## src/rtl/branch_resolve_queue_if.sv

```systemverilog
// rtl/branch_resolve_queue_if.sv - allocation, resolution and commit signals of the branch resolve queue
interface branch_resolve_queue_if #(
  parameter int DEPTH = 8
);
  localparam int TAGW = $clog2(DEPTH);

  logic            alloc_valid_i;
  logic            alloc_ready_o;
  logic [31:0]     alloc_pc_i;
  logic            alloc_pred_taken_i;
  logic [31:0]     alloc_pred_target_i;
  logic [TAGW-1:0] alloc_tag_o;
  logic            res_valid_i;
  logic [TAGW-1:0] res_tag_i;
  logic            res_taken_i;
  logic [31:0]     res_target_i;
  logic            ex_br_valid_o;
  logic [31:0]     ex_br_instr_addr_o;
  logic            ex_br_taken_o;
  logic            flush_o;
  logic [31:0]     redirect_pc_o;
  logic [TAGW:0]   count_o;

  modport slave (
    input  alloc_valid_i, alloc_pc_i, alloc_pred_taken_i, alloc_pred_target_i,
    input  res_valid_i, res_tag_i, res_taken_i, res_target_i,
    output alloc_ready_o, alloc_tag_o, ex_br_valid_o, ex_br_instr_addr_o,
    output ex_br_taken_o, flush_o, redirect_pc_o, count_o
  );

  modport master (
    output alloc_valid_i, alloc_pc_i, alloc_pred_taken_i, alloc_pred_target_i,
    output res_valid_i, res_tag_i, res_taken_i, res_target_i,
    input  alloc_ready_o, alloc_tag_o, ex_br_valid_o, ex_br_instr_addr_o,
    input  ex_br_taken_o, flush_o, redirect_pc_o, count_o
  );
endinterface

```

## src/rtl/branch_resolve_queue.sv

```systemverilog
// rtl/branch_resolve_queue.sv - in-order branch resolve queue with predictor update and mispredict flush
module branch_resolve_queue #(
  parameter int DEPTH = 8
) (
  input logic                  clk_i,
  input logic                  rst_ni,
  branch_resolve_queue_if.slave bus
);
  localparam int TAGW = $clog2(DEPTH);
  localparam logic [TAGW:0] DEPTH_C = (TAGW+1)'(DEPTH);

  logic [DEPTH-1:0] valid_q, valid_d, resolved_q, resolved_d;
  logic [DEPTH-1:0] pred_taken_q, pred_taken_d, act_taken_q, act_taken_d;
  logic [31:0]      pc_q [DEPTH];
  logic [31:0]      pc_d [DEPTH];
  logic [31:0]      pred_target_q [DEPTH];
  logic [31:0]      pred_target_d [DEPTH];
  logic [31:0]      act_target_q [DEPTH];
  logic [31:0]      act_target_d [DEPTH];
  logic [TAGW-1:0]  head_q, head_d, tail_q, tail_d;
  logic [TAGW:0]    count_q, count_d;
  logic             ex_valid_q, ex_valid_d, ex_taken_q, ex_taken_d;
  logic [31:0]      ex_addr_q, ex_addr_d, redirect_q, redirect_d;
  logic             flush_q, flush_d;

  logic alloc_ready, alloc_fire, res_hit, commit, mispredict;

  always_comb begin
    valid_d      = valid_q;
    resolved_d   = resolved_q;
    pred_taken_d = pred_taken_q;
    act_taken_d  = act_taken_q;
    pc_d         = pc_q;
    pred_target_d = pred_target_q;
    act_target_d = act_target_q;
    head_d       = head_q;
    tail_d       = tail_q;
    count_d      = count_q;
    ex_valid_d   = 1'b0;
    ex_addr_d    = ex_addr_q;
    ex_taken_d   = ex_taken_q;
    flush_d      = 1'b0;
    redirect_d   = redirect_q;

    // Commit only frees space on the following cycle, so readiness looks at registered count.
    alloc_ready = (count_q < DEPTH_C) & ~flush_q;
    alloc_fire  = bus.alloc_valid_i & alloc_ready;
    res_hit     = bus.res_valid_i & valid_q[bus.res_tag_i] & ~resolved_q[bus.res_tag_i];
    commit      = valid_q[head_q] & resolved_q[head_q];
    mispredict  = (act_taken_q[head_q] != pred_taken_q[head_q]) |
                  (act_taken_q[head_q] & (act_target_q[head_q] != pred_target_q[head_q]));

    if (alloc_fire) begin
      valid_d[tail_q]       = 1'b1;
      resolved_d[tail_q]    = 1'b0;
      pc_d[tail_q]          = bus.alloc_pc_i;
      pred_taken_d[tail_q]  = bus.alloc_pred_taken_i;
      pred_target_d[tail_q] = bus.alloc_pred_target_i;
      tail_d                = tail_q + 1'b1;
    end

    if (res_hit) begin
      resolved_d[bus.res_tag_i]   = 1'b1;
      act_taken_d[bus.res_tag_i]  = bus.res_taken_i;
      act_target_d[bus.res_tag_i] = bus.res_target_i;
    end

    if (commit) begin
      ex_valid_d = 1'b1;
      ex_addr_d  = pc_q[head_q];
      ex_taken_d = act_taken_q[head_q];
      if (mispredict) begin
        // Everything younger is on the wrong path; this overrides any same-cycle alloc/resolve.
        flush_d    = 1'b1;
        redirect_d = act_taken_q[head_q] ? act_target_q[head_q] : pc_q[head_q] + 32'd4;
        valid_d    = '0;
        resolved_d = '0;
        head_d     = head_q + 1'b1;
        tail_d     = head_q + 1'b1;
      end else begin
        valid_d[head_q]    = 1'b0;
        resolved_d[head_q] = 1'b0;
        head_d             = head_q + 1'b1;
      end
    end

    if (commit && mispredict) begin
      count_d = '0;
    end else if (alloc_fire && !commit) begin
      count_d = count_q + 1'b1;
    end else if (!alloc_fire && commit) begin
      count_d = count_q - 1'b1;
    end
  end

  always_ff @(posedge clk_i or negedge rst_ni) begin
    if (!rst_ni) begin
      valid_q      <= '0;
      resolved_q   <= '0;
      pred_taken_q <= '0;
      act_taken_q  <= '0;
      for (int i = 0; i < DEPTH; i++) begin
        pc_q[i]          <= '0;
        pred_target_q[i] <= '0;
        act_target_q[i]  <= '0;
      end
      head_q     <= '0;
      tail_q     <= '0;
      count_q    <= '0;
      ex_valid_q <= 1'b0;
      ex_addr_q  <= '0;
      ex_taken_q <= 1'b0;
      flush_q    <= 1'b0;
      redirect_q <= '0;
    end else begin
      valid_q       <= valid_d;
      resolved_q    <= resolved_d;
      pred_taken_q  <= pred_taken_d;
      act_taken_q   <= act_taken_d;
      pc_q          <= pc_d;
      pred_target_q <= pred_target_d;
      act_target_q  <= act_target_d;
      head_q        <= head_d;
      tail_q        <= tail_d;
      count_q       <= count_d;
      ex_valid_q    <= ex_valid_d;
      ex_addr_q     <= ex_addr_d;
      ex_taken_q    <= ex_taken_d;
      flush_q       <= flush_d;
      redirect_q    <= redirect_d;
    end
  end

  assign bus.alloc_ready_o      = alloc_ready;
  assign bus.alloc_tag_o        = tail_q;
  assign bus.ex_br_valid_o      = ex_valid_q;
  assign bus.ex_br_instr_addr_o = ex_addr_q;
  assign bus.ex_br_taken_o      = ex_taken_q;
  assign bus.flush_o            = flush_q;
  assign bus.redirect_pc_o      = redirect_q;
  assign bus.count_o            = count_q;
endmodule

```

## src/flat_wrapper.sv

```systemverilog
// flat-port wrapper written by rule: the top's interface ports become plain ports
module branch_resolve_queue_flat 
#(
  parameter int DEPTH = 8
)
  (clk_i, rst_ni, bus_alloc_valid_i, bus_alloc_pc_i, bus_alloc_pred_taken_i, bus_alloc_pred_target_i, bus_res_valid_i, bus_res_tag_i, bus_res_taken_i, bus_res_target_i, bus_alloc_ready_o, bus_alloc_tag_o, bus_ex_br_valid_o, bus_ex_br_instr_addr_o, bus_ex_br_taken_o, bus_flush_o, bus_redirect_pc_o, bus_count_o);
  branch_resolve_queue_if #(.DEPTH(DEPTH)) bus_i ();
  input logic clk_i;
  input logic rst_ni;
  input wire logic [$bits(bus_i.alloc_valid_i)-1:0] bus_alloc_valid_i;
  input wire logic [$bits(bus_i.alloc_pc_i)-1:0] bus_alloc_pc_i;
  input wire logic [$bits(bus_i.alloc_pred_taken_i)-1:0] bus_alloc_pred_taken_i;
  input wire logic [$bits(bus_i.alloc_pred_target_i)-1:0] bus_alloc_pred_target_i;
  input wire logic [$bits(bus_i.res_valid_i)-1:0] bus_res_valid_i;
  input wire logic [$bits(bus_i.res_tag_i)-1:0] bus_res_tag_i;
  input wire logic [$bits(bus_i.res_taken_i)-1:0] bus_res_taken_i;
  input wire logic [$bits(bus_i.res_target_i)-1:0] bus_res_target_i;
  output wire logic [$bits(bus_i.alloc_ready_o)-1:0] bus_alloc_ready_o;
  output wire logic [$bits(bus_i.alloc_tag_o)-1:0] bus_alloc_tag_o;
  output wire logic [$bits(bus_i.ex_br_valid_o)-1:0] bus_ex_br_valid_o;
  output wire logic [$bits(bus_i.ex_br_instr_addr_o)-1:0] bus_ex_br_instr_addr_o;
  output wire logic [$bits(bus_i.ex_br_taken_o)-1:0] bus_ex_br_taken_o;
  output wire logic [$bits(bus_i.flush_o)-1:0] bus_flush_o;
  output wire logic [$bits(bus_i.redirect_pc_o)-1:0] bus_redirect_pc_o;
  output wire logic [$bits(bus_i.count_o)-1:0] bus_count_o;
  assign bus_i.alloc_valid_i = bus_alloc_valid_i;
  assign bus_i.alloc_pc_i = bus_alloc_pc_i;
  assign bus_i.alloc_pred_taken_i = bus_alloc_pred_taken_i;
  assign bus_i.alloc_pred_target_i = bus_alloc_pred_target_i;
  assign bus_i.res_valid_i = bus_res_valid_i;
  assign bus_i.res_tag_i = bus_res_tag_i;
  assign bus_i.res_taken_i = bus_res_taken_i;
  assign bus_i.res_target_i = bus_res_target_i;
  assign bus_alloc_ready_o = bus_i.alloc_ready_o;
  assign bus_alloc_tag_o = bus_i.alloc_tag_o;
  assign bus_ex_br_valid_o = bus_i.ex_br_valid_o;
  assign bus_ex_br_instr_addr_o = bus_i.ex_br_instr_addr_o;
  assign bus_ex_br_taken_o = bus_i.ex_br_taken_o;
  assign bus_flush_o = bus_i.flush_o;
  assign bus_redirect_pc_o = bus_i.redirect_pc_o;
  assign bus_count_o = bus_i.count_o;
  branch_resolve_queue #(.DEPTH(DEPTH)) u_core (.clk_i(clk_i), .rst_ni(rst_ni), .bus(bus_i));
endmodule
```

## config.mk

```make
export PLATFORM = sky130hd
export DESIGN_NAME = branch_resolve_queue_flat
export DESIGN_NICKNAME = d
export VERILOG_FILES = /design/src/rtl/branch_resolve_queue_if.sv /design/src/rtl/branch_resolve_queue.sv /design/src/flat_wrapper.sv
export SDC_FILE = /design/constraint.sdc
export NUM_CORES = 1
export LEC_CHECK = 0
export CAP_MARGIN = 25
export CORE_MARGIN = 2
export CORE_UTILIZATION = 38
export DETAILED_ROUTE_END_ITERATION = 7
export GPL_TIMING_DRIVEN = 0
export PLACE_DENSITY_LB_ADDON = 0.3
export SYNTH_ARGS = -nofsm -noshare
export SYNTH_HDL_FRONTEND = slang
export SYNTH_SLANG_ARGS = --single-unit
```

## constraint.sdc

```tcl
create_clock -name clk_i -period 3.8 [get_ports clk_i]
set_input_delay 0.76 -clock clk_i [delete_from_list [all_inputs] [get_ports clk_i]]
set_output_delay 0.76 -clock clk_i [all_outputs]
set_load 0.005 [all_outputs]
```

== Word level (Yosys, flattened, before mapping) ==
Index checks and enable logic that the tools add are counted.
Storage, ports and cells
  bits in registers: 877
  input bits: 105
Operators by class
  add/subtract/negate cells: 5
  order comparisons: 12
  equality and inequality tests: 2
  muxes and demuxes: 53
  bitwise logic cells: 19
  reduce and logical (&&, ||, !) cells: 12
Operator list (number)
  bitwise mux 256 bit: 3
  binary-select mux 32 bit (select 3 bit): 3
  two-way mux 32 bit: 9
  demux 32 bit (select 3 bit): 2
  two-way mux 8 bit: 7
  adder 32 x 3 -> 32 bit, second input constant: 1
  inequality test 32 bit: 1
  AND 8 bit: 3
  binary-select mux 1 bit (select 3 bit): 6
  bitwise mux 8 bit: 2
  inverter 8 bit: 2
  OR 8 bit: 2
  >= comparator 4 bit, second input constant: 3
  less-than comparator 3 x 4 -> 1 bit, second input constant: 3
  two-way mux 1 bit: 12
  two-way mux 4 bit: 3
  inverter 3 -> 4 bit: 3
  demux 1 bit (select 3 bit): 3
  >= comparator 3 x 1 -> 1 bit, second input constant: 3
  two-way mux 3 bit: 3
  logical AND 1 bit: 8
  less-than comparator 4 x 1 -> 1 bit, second input constant: 2
  adder 3 x 1 -> 3 bit, second input constant: 2
  AND 1 bit: 6
  9 further kinds: 11

== Depth between registers and ports, before layout ==
Gate-level depths: netlist (run 1).
  word-level depth: 12
  depth in mapped cells: 20
  mapped depth without buffers: 15

== Least setup slack after synthesis (run 1) ==
OpenSTA, ideal clock, no wires.
  kind: flip-flop to flip-flop
  start: register u_core.head_q[1]
  end: register u_core.count_q[3], in the netlist u_core.bus.count_o[3]
  arrival time: 3.354 ns
  data required time: 3.668 ns
  setup slack: 0.314 ns
  cell stages (with the launch flop): 20
  cell sequence: dfrtp_1 -> buf_6 -> buf_12 -> inv_2 -> buf_6 -> buf_2 -> clkbuf_1 -> a21oi_1 -> o21a_1 -> clkinv_1 -> buf_1 -> ha_1 -> inv_1 -> ha_1 -> a21o_1 -> a21oi_1 -> xnor2_1 -> nor2_1 -> xnor2_1 -> nor2_1
On the way
  word-level cells in the longest chain between the ends: 9
  elaborated cells on any way between the ends: 27
Ends and longest elaborated chain
  start, declared: line branch_resolve_queue.sv:20  | logic [TAGW-1:0] head_q, head_d, tail_q, tail_d;
  start signal, assigned: line branch_resolve_queue.sv:107  | head_q <= '0;
  start signal, assigned: line branch_resolve_queue.sv:123  | head_q <= head_d;
  inverter 3 -> 4 bit (not written as such): line branch_resolve_queue.sv:51  | (act_taken_q[head_q] & (act_target_q[head_q] != pred_target_q[head_q]));
  binary-select mux 32 bit (select 3 bit): line branch_resolve_queue.sv:51
  two-way mux 32 bit (not written as such) (2 in series): line branch_resolve_queue.sv:51
  inequality test 32 bit: line branch_resolve_queue.sv:51
  AND 1 bit: line branch_resolve_queue.sv:51
  OR 1 bit: line branch_resolve_queue.sv:50  | mispredict = (act_taken_q[head_q] != pred_taken_q[head_q]) |
  logical AND 1 bit: line branch_resolve_queue.sv:87  | if (commit && mispredict) begin
  nonzero test 3 bit (no line) / two-way mux 4 bit (equally long branches)
  end signal, assigned: line branch_resolve_queue.sv:125  | count_q <= count_d;
  end, declared: line branch_resolve_queue.sv:21  | logic [TAGW:0] count_q, count_d;
Several ways; a longest one is shown, not always the timed one. The select of a mux whose other input is x is not followed.
A chain may end at the register's enable or synchronous reset.

== Worst setup path after layout (run 1) ==
  start: register u_core.head_q[1]
  end: register u_core.redirect_q[21], in the netlist u_core.bus.redirect_pc_o[21]
On the way
  word-level cells in the longest chain between the ends: 8
  elaborated cells on any way between the ends: 26
Ends and longest elaborated chain
  parallel branches: the longest is 8 deep, another holds adder 32 x 3 -> 32 bit
  end signal, assigned: line branch_resolve_queue.sv:130  | redirect_q <= redirect_d;
  end, declared: line branch_resolve_queue.sv:23  | logic [31:0] ex_addr_q, ex_addr_d, redirect_q, redirect_d;
Parallel ways; which one is timed is not known. The select of a mux whose other input is x is not followed.

==> results.sh, run 1 <==
export IMPL_cp_data_required_time_ps=4410
export IMPL_path_class="reg2reg"
export IMPL_fin_ws_ps=-43.34
export IMPL_power_leakage_nw=21.57
export IMPL_area_delta_synth_final_pct=23.12
export IMPL_htreeDepth=3
export IMPL_internal_power_mw=30.06
export IMPL_slew_headroom_pct=21.59
export IMPL_p_switching_mw=19.79
export IMPL_synthCells=2865
export IMPL_drtIter0Drc=3232
export IMPL_finClkSkew_ps=38.92
export IMPL_core_area_sq_um=105400
export IMPL_maxSlewViolCount=0
export IMPL_ys_async_sr_fraction_pct=100.0
export IMPL_critPathLaunchType="flop"
export IMPL_hold_viol_final=0
export IMPL_ys_top_cells_by_count="dfrtp_1, mux2_2, mux2i_1, clkbuf_1, nand2_1"
export IMPL_worstSkewPairLatency_ps=690
export IMPL_initial_core_util_pct=38.31
export IMPL_cap_violations=0
export IMPL_status="finished, violations left"
export IMPL_hpwl_mm=103.3
export IMPL_io_pins=180
export IMPL_syn_area_per_cell_sq_um=14.09
export IMPL_instances_no_fill=4711
export IMPL_critPathArrivalTime_ps=4450
export IMPL_placedCellCount=4467
export IMPL_period_needed_ps=3843
export IMPL_vias=27930
export IMPL_post_route_drc_count=16
export IMPL_multi_input_area_sq_um=18130
export IMPL_grt_pass1_wl_mm=211.4
export IMPL_drtPass1Iterations=8
export IMPL_pre_cts_slack_ps=-1912
export IMPL_worstHoldPathType="reg2reg"
export IMPL_ys_seq_area_share_pct=54.35
export IMPL_grt_pass1_vias=27760
export IMPL_power_share_sequential_pct=32.3
export IMPL_power_density_nw_per_um2=1003
export IMPL_synth_ff_type="dfrtp_1"
export IMPL_fp_dieArea_sq_um=108900
export IMPL_fin_util_pct=47.16
export IMPL_grt_max_degree=120
export IMPL_fmax_mhz=260.2
export IMPL_antenna_found_initial=27
export IMPL_tightestPinTransition_ps=1176
export IMPL_worst_path_max_fanout=10
export IMPL_placed_area_sq_um=44460
export IMPL_cts_tree="done"
export IMPL_power_total_mw=49.85
export IMPL_grt_remaining_overflow=0
export IMPL_vdd_drop_max_v=0.0004230
export IMPL_yosysMostFrequentCell="dfrtp_1"
export IMPL_cts_buffers=96
export IMPL_wl_per_cell_microns=31.96
export IMPL_track_usage_pct=27.51
export IMPL_die_h_microns=330.0
export IMPL_cts_root_buffer="clkbuf_16"
export IMPL_synth_edf_count=0
export IMPL_wirelength_mm=150.6
export IMPL_seq_area_sq_um=21950
export IMPL_die_w_microns=330.0
export IMPL_cts_max_path_buffers=3
export IMPL_nets=3350
export IMPL_path_clk_slew_ps=60
export IMPL_period_share_pct=101.1
export IMPL_clock_sinks=877
export IMPL_synthTopCellsByArea="dfrtp_1, mux2_2, mux4_2, mux2i_1, a221oi_1"
export IMPL_synth_area_sq_um=40380
export IMPL_fillers=9326
export IMPL_ant_nets=0
export IMPL_fin_area_sq_um=49710
export IMPL_setup_violations=11
export IMPL_pwr_share_clk_pct=18.8
export IMPL_place_congestion=0.9343
export IMPL_numPortBuffers=178
export IMPL_netlist_area_leader_share_pct=54.35
export IMPL_cp_end_kind="flop"
export IMPL_ys_types=79
export IMPL_yosysWarnings=0
export IMPL_drive_gt1_share_pct=43.40
export IMPL_netSwitchingFraction_pct=39.70
export IMPL_pwr_share_comb_pct=49.0
export IMPL_synth_seq_cells=877
export IMPL_synth_nets=2977
export IMPL_synth_top_area_cell="dfrtp_1"
export IMPL_violations="DRC, setup timing"
export IMPL_rows=119
export IMPL_viasPerCell=5.929
-- what timing repair did --
item | CTS | global route
hold buffers | 1 | 0
buffers inserted | 36 | 29
hold endpoints to repair | 35 | 0
gates resized for setup | 307 | 117
setup endpoints to repair | 131 | 229
gates cloned | 0 | 2
pin swaps | 14 | 20
-- cells by family (layout without fill, tap and decap cells) --
family | count (synthesis) | count (layout) | share of synthesized area (%)
compound gates | 314 | 314 | 5.537
xor+xnor | 94 | 94 | 2.039
fa+ha+maj | 7 | 7 | 0.2355
buf+inv | 210 | 654 | 2.587
flops | 877 | 877 | 54.35
mux | 1077 | 1077 | 31.81
other cells | 0 | 11 | 0
simple gates | 286 | 286 | 3.439
-- layout by cell type, fill, tap and decap left out, types with 29 or more instances in the layout --
cell,netlist,routed
a22oi_1,45,41
mux4_2,75,75
nand2_1,87,81
mux2_2,867,867
buf_12,1,29
o21ai_0,64,54
buf_4,19,74
clkdlybuf4s50_1,0,177
xnor2_1,47,40
mux2i_1,125,113
nor2_1,82,73
clkbuf_16,0,100
xor2_1,47,39
a221oi_1,48,42
dfrtp_1,877,875
a21oi_1,46,39
clkbuf_1,90,78
-- registers in the layout, indices dropped and copies added (netlist names) --
signal and cells:
u_core.head_q 3, u_core.bus.ex_br_taken_o 1, u_core.bus.redirect_pc_o 32, u_core.act_target_q 256
u_core.bus.ex_br_instr_addr_o 32, u_core.bus.count_o 4, u_core.pc_q 256, u_core.bus.alloc_tag_o 3
u_core.pred_taken_q 8, u_core.bus.flush_o 1, u_core.bus.ex_br_valid_o 1, u_core.valid_q 8
u_core.pred_target_q 256, u_core.resolved_q 8, u_core.act_taken_q 8
-- critical path: stages, from the launching register on --
cell and delay, ps:
dfrtp_2 380, buf_12 150, buf_16 180, inv_2 100, buf_12 190, buf_12 190
buf_12 190, o22ai_4 350, buf_4 190, nand4_1 100, buf_4 210, or3_1 400
nand3b_1 230, xor2_2 210, mux2i_2 410, mux2_2 240
-- metrics by stage --
stage / hold slack (ps) / TNS (ps)
2_1_floorplan: 464.4 / 0
3_5_place_dp: 471.8 / -283450
3_3_place_gp: 468.2 / -
5_1_grt: 509.2 / -172.5
6_report: 480.7 / -109.0
4_1_cts: 484.7 / -0.1119
-- power groups by stage --
stage	Clock [mW]	Combinational, mW	Sequential (mW)
floorplan	0	12.4	15.4
global route	9.83	25.1	16.6
detailed placement	0	21.0	16.1
finish	9.35	24.4	16.1
global placement	0	20.5	16.2
CTS	9.42	23.1	16.0
-- final cells by class --
type,count,area share (%)
inverters,16,0.1586
plain buffers,189,3.473
flip-flops and latches,877,44.15
multi-input cells,1778,36.46
repair buffers,280,5.977
diodes,11,0.05537
well taps,1391,3.501
clock buffers,138,5.597
clock inverters,31,0.6267
-- routing by layer --
metal | vias up | global-route usage (%) | share of wire, %
met5 | - | 0 | 0.10
met4 | 24 | 14.01 | 5.1
met3 | 374 | 6.185 | 9.0
met2 | 1385 | 41.92 | 45
met1 | 14780 | 36.92 | 40
li1 | 11370 | - | -
-- path summary, 6_finish.rpt --
check	from	end	slack, ps	cells after the start
setup / recovery	u_core.head_q[1]$_DFFE_PN0N_	u_core.bus.redirect_pc_o[21]$_DFFE_PN0P_	-40	15
min in group asynchronous	rst_ni	u_core.bus.count_o[0]$_DFFE_PN0P_	570	2
hold / removal	u_core.bus.ex_br_instr_addr_o[26]$_DFFE_PN0N_	u_core.bus.ex_br_instr_addr_o[26]$_DFFE_PN0N_	480	2
setup reg to reg	u_core.head_q[1]$_DFFE_PN0N_	u_core.bus.redirect_pc_o[21]$_DFFE_PN0P_	-40	15
max in group asynchronous	rst_ni	u_core.act_target_q[213]$_DFFE_PN0P_	620	7
hold reg to reg	u_core.bus.ex_br_instr_addr_o[26]$_DFFE_PN0N_	u_core.bus.ex_br_instr_addr_o[26]$_DFFE_PN0N_	480	2
Power figures use the tool's default switching activity.
==> inputs of run 2 (changes only) <==
--- a/config.mk
+++ b/config.mk
@@ -9,7 +9,6 @@
 export CORE_MARGIN = 2
 export CORE_UTILIZATION = 38
 export DETAILED_ROUTE_END_ITERATION = 7
-export GPL_TIMING_DRIVEN = 0
 export PLACE_DENSITY_LB_ADDON = 0.3
 export SYNTH_ARGS = -nofsm -noshare
 export SYNTH_HDL_FRONTEND = slang
==> results.sh, run 2 (same netlist as run 1, synthesis figures left out) <==
export IMPL_placedCellCount=4449
export IMPL_io_pins=180
export IMPL_setup_violations=0
export IMPL_ant_nets=0
export IMPL_place_congestion=0.9094
export IMPL_finClkSkew_ps=39.74
export IMPL_placed_area_sq_um=45180
export IMPL_fin_area_sq_um=48480
export IMPL_fp_dieArea_sq_um=108900
export IMPL_fin_ws_ps=66.12
export IMPL_reg2reg_slack_ps=70
export IMPL_critPathLaunchType="flop"
export IMPL_path_clk_slew_ps=70
export IMPL_slowest_stage="dfrtp_4"
export IMPL_vias=26220
export IMPL_pwr_share_clk_pct=20.1
export IMPL_cp_slowest_stage_delay_ps=580
export IMPL_track_usage_pct=23.25
export IMPL_hpwl_mm=84.98
export IMPL_fin_util_pct=45.99
export IMPL_die_h_microns=330.0
export IMPL_startpoint="u_core.head_q[1]$_DFFE_PN0N_"
export IMPL_period_share_pct=98.26
export IMPL_drive_gt1_share_pct=42.00
export IMPL_cp_top_family="simple AND/OR/NAND/NOR gates"
export IMPL_postCtsHoldBufs=0
export IMPL_worst_path_max_fanout=20
export IMPL_netSwitchingFraction_pct=36.78
export IMPL_htreeDepth=3
export IMPL_wirelength_mm=126.3
export IMPL_critPathArrivalTime_ps=4290
export IMPL_drtPass1Iterations=7
export IMPL_worstSkewPairLatency_ps=680
export IMPL_cts_root_buffer="clkbuf_16"
export IMPL_worstHoldPathType="in2async"
export IMPL_grt_max_degree=99
export IMPL_vdd_drop_max_v=0.0005250
export IMPL_reg2reg_depth=12
export IMPL_post_route_drc_count=16
export IMPL_p_switching_mw=17.05
export IMPL_fmax_mhz=267.8
export IMPL_fillers=9528
export IMPL_pre_cts_slack_ps=-264.5
export IMPL_wl_per_cell_microns=27.27
export IMPL_layout_commonest_cell="dfrtp_1"
export IMPL_setup_tns_ps=0
export IMPL_power_leakage_nw=21.17
export IMPL_nets=3274
export IMPL_rsz0062_at_grt="false"
export IMPL_die_w_microns=330.0
export IMPL_grt_pass1_wl_mm=187.4
export IMPL_rows=119
export IMPL_period_needed_ps=3734
export IMPL_layout_common_cells="dfrtp_1, mux2_2, clkdlybuf4s50_1, buf_4, mux2i_1"
export IMPL_area_delta_synth_final_pct=20.06
export IMPL_cts_buffers=95
export IMPL_clock_sinks=877
export IMPL_power_density_nw_per_um2=956.3
export IMPL_initial_core_util_pct=38.31
export IMPL_instances_no_fill=4631
export IMPL_cts_max_path_buffers=3
export IMPL_r2r_end="u_core.bus.redirect_pc_o[26]$_DFFE_PN0P_"
export IMPL_status="finished, violations left"
export IMPL_violations="DRC"
export IMPL_core_area_sq_um=105400
export IMPL_pwr_share_comb_pct=44.9
export IMPL_tightestPinTransition_ps=953.9
export IMPL_antenna_found_initial=8
export IMPL_viasPerCell=5.662
export IMPL_grt_remaining_overflow=0
export IMPL_grt_pass1_vias=26980
export IMPL_power_share_sequential_pct=35.0
export IMPL_power_total_mw=46.36
export IMPL_whs_ps=26.12
export IMPL_cp_end_kind="flop"
export IMPL_cts_tree="done"
export IMPL_numPortBuffers=179
export IMPL_hold_viol_final=0
export IMPL_top_regs="u_core.act_target_q x256, u_core.pc_q x256, u_core.pred_target_q x256"
export IMPL_maxSlewViolCount=0
export IMPL_cap_violations=0
export IMPL_drtIter0Drc=2226
export IMPL_path_class="reg2reg"
export IMPL_critPathBufInv=2
export IMPL_crit_path_cell_trace="buf_12 -> nor2b_2 -> buf_4 -> a222oi_1 -> o21ai_2 -> ha_1 -> nand3_1 -> or3_4 -> nor4b_2 -> xor2_1 -> mux2i_2 -> mux2_2"
export IMPL_reg2reg_from="u_core.head_q[1]$_DFFE_PN0N_"
export IMPL_cp_data_required_time_ps=4360
export IMPL_slew_headroom_pct=36.41
export IMPL_internal_power_mw=29.31
==> run 2: cell types whose count changed in the layout (fill, tap and decap cells not counted), sizes merged <==
cell / previous run / this run
clkbuf: 230 / 149
buf: 199 / 214
diode: 11 / 2
clkinv: 24 / 19
inv: 15 / 19
clkinvlp: 3 / 0
bufinv: 5 / 4
clkdlybuf4s50: 177 / 178
dlygate4sd3: 1 / 0
==> run 2: how the worst max path moves through the flow <==
stage	cells after the start	end	slack, ps
3_3_place_gp	11	u_core.bus.redirect_pc_o[26]$_DFFE_PN0P_	-280
2_1_floorplan	19	u_core.bus.count_o[3]$_DFFE_PN0P_	310
3_5_place_dp	11	u_core.bus.redirect_pc_o[26]$_DFFE_PN0P_	-260
4_1_cts	12	u_core.bus.redirect_pc_o[26]$_DFFE_PN0P_	10
6_report	12	u_core.bus.redirect_pc_o[26]$_DFFE_PN0P_	70
5_1_grt	11	u_core.bus.redirect_pc_o[30]$_DFFE_PN0P_	9
==> run 2: timing repair <==
item	in CTS	in global routing
endpoints found under the setup margin	4	50
gates resized for setup	4	13
pin swaps	2	4
cloned	0	2
buffers inserted	5	1
==> run 2: worst register-to-register path, delay by kind of cell, from the launching register on <==
kind	cells	cell delay, ps
muxes	2	470
adders and majority gates	1	240
xor gates and xnor gates	1	360
DFF	1	580
AOI/OAI and AO/OA	2	280
and+or+nand+nor	4	1220
buffers and inverters	2	460
==> run 2: power groups by stage <==
stage | clock network (mW) | registers [mW] | logic (mW)
6_report | 9.31 | 16.2 | 20.8
5_1_grt | 9.88 | 16.7 | 22.0
4_1_cts | 9.49 | 16.2 | 20.6
3_5_place_dp | 0 | 16.3 | 20.4
3_3_place_gp | 0 | 16.2 | 20.3
2_1_floorplan | 0 | 15.4 | 12.4
==> run 2: area by class of cell <==
class	count	area (sq um)	share of cell area [%]
clock inverter	26	295.3	0.6091
clock buffer	147	2853	5.884
inverter	16	62.56	0.1290
multi-input combinational	1778	17550	36.19
antenna	2	5.005	0.01032
timing repair buffer	394	4020	8.292
sequential	877	21960	45.29
tap	1391	1740	3.590
==> run 2: routing by layer <==
layer	wire length, microns	track usage, %	vias up
met5	71	0	-
met4	3780	7.141	12
met3	7084	3.915	198
met2	59200	36.93	786
met1	56150	32.64	14000
li1	-	-	11220
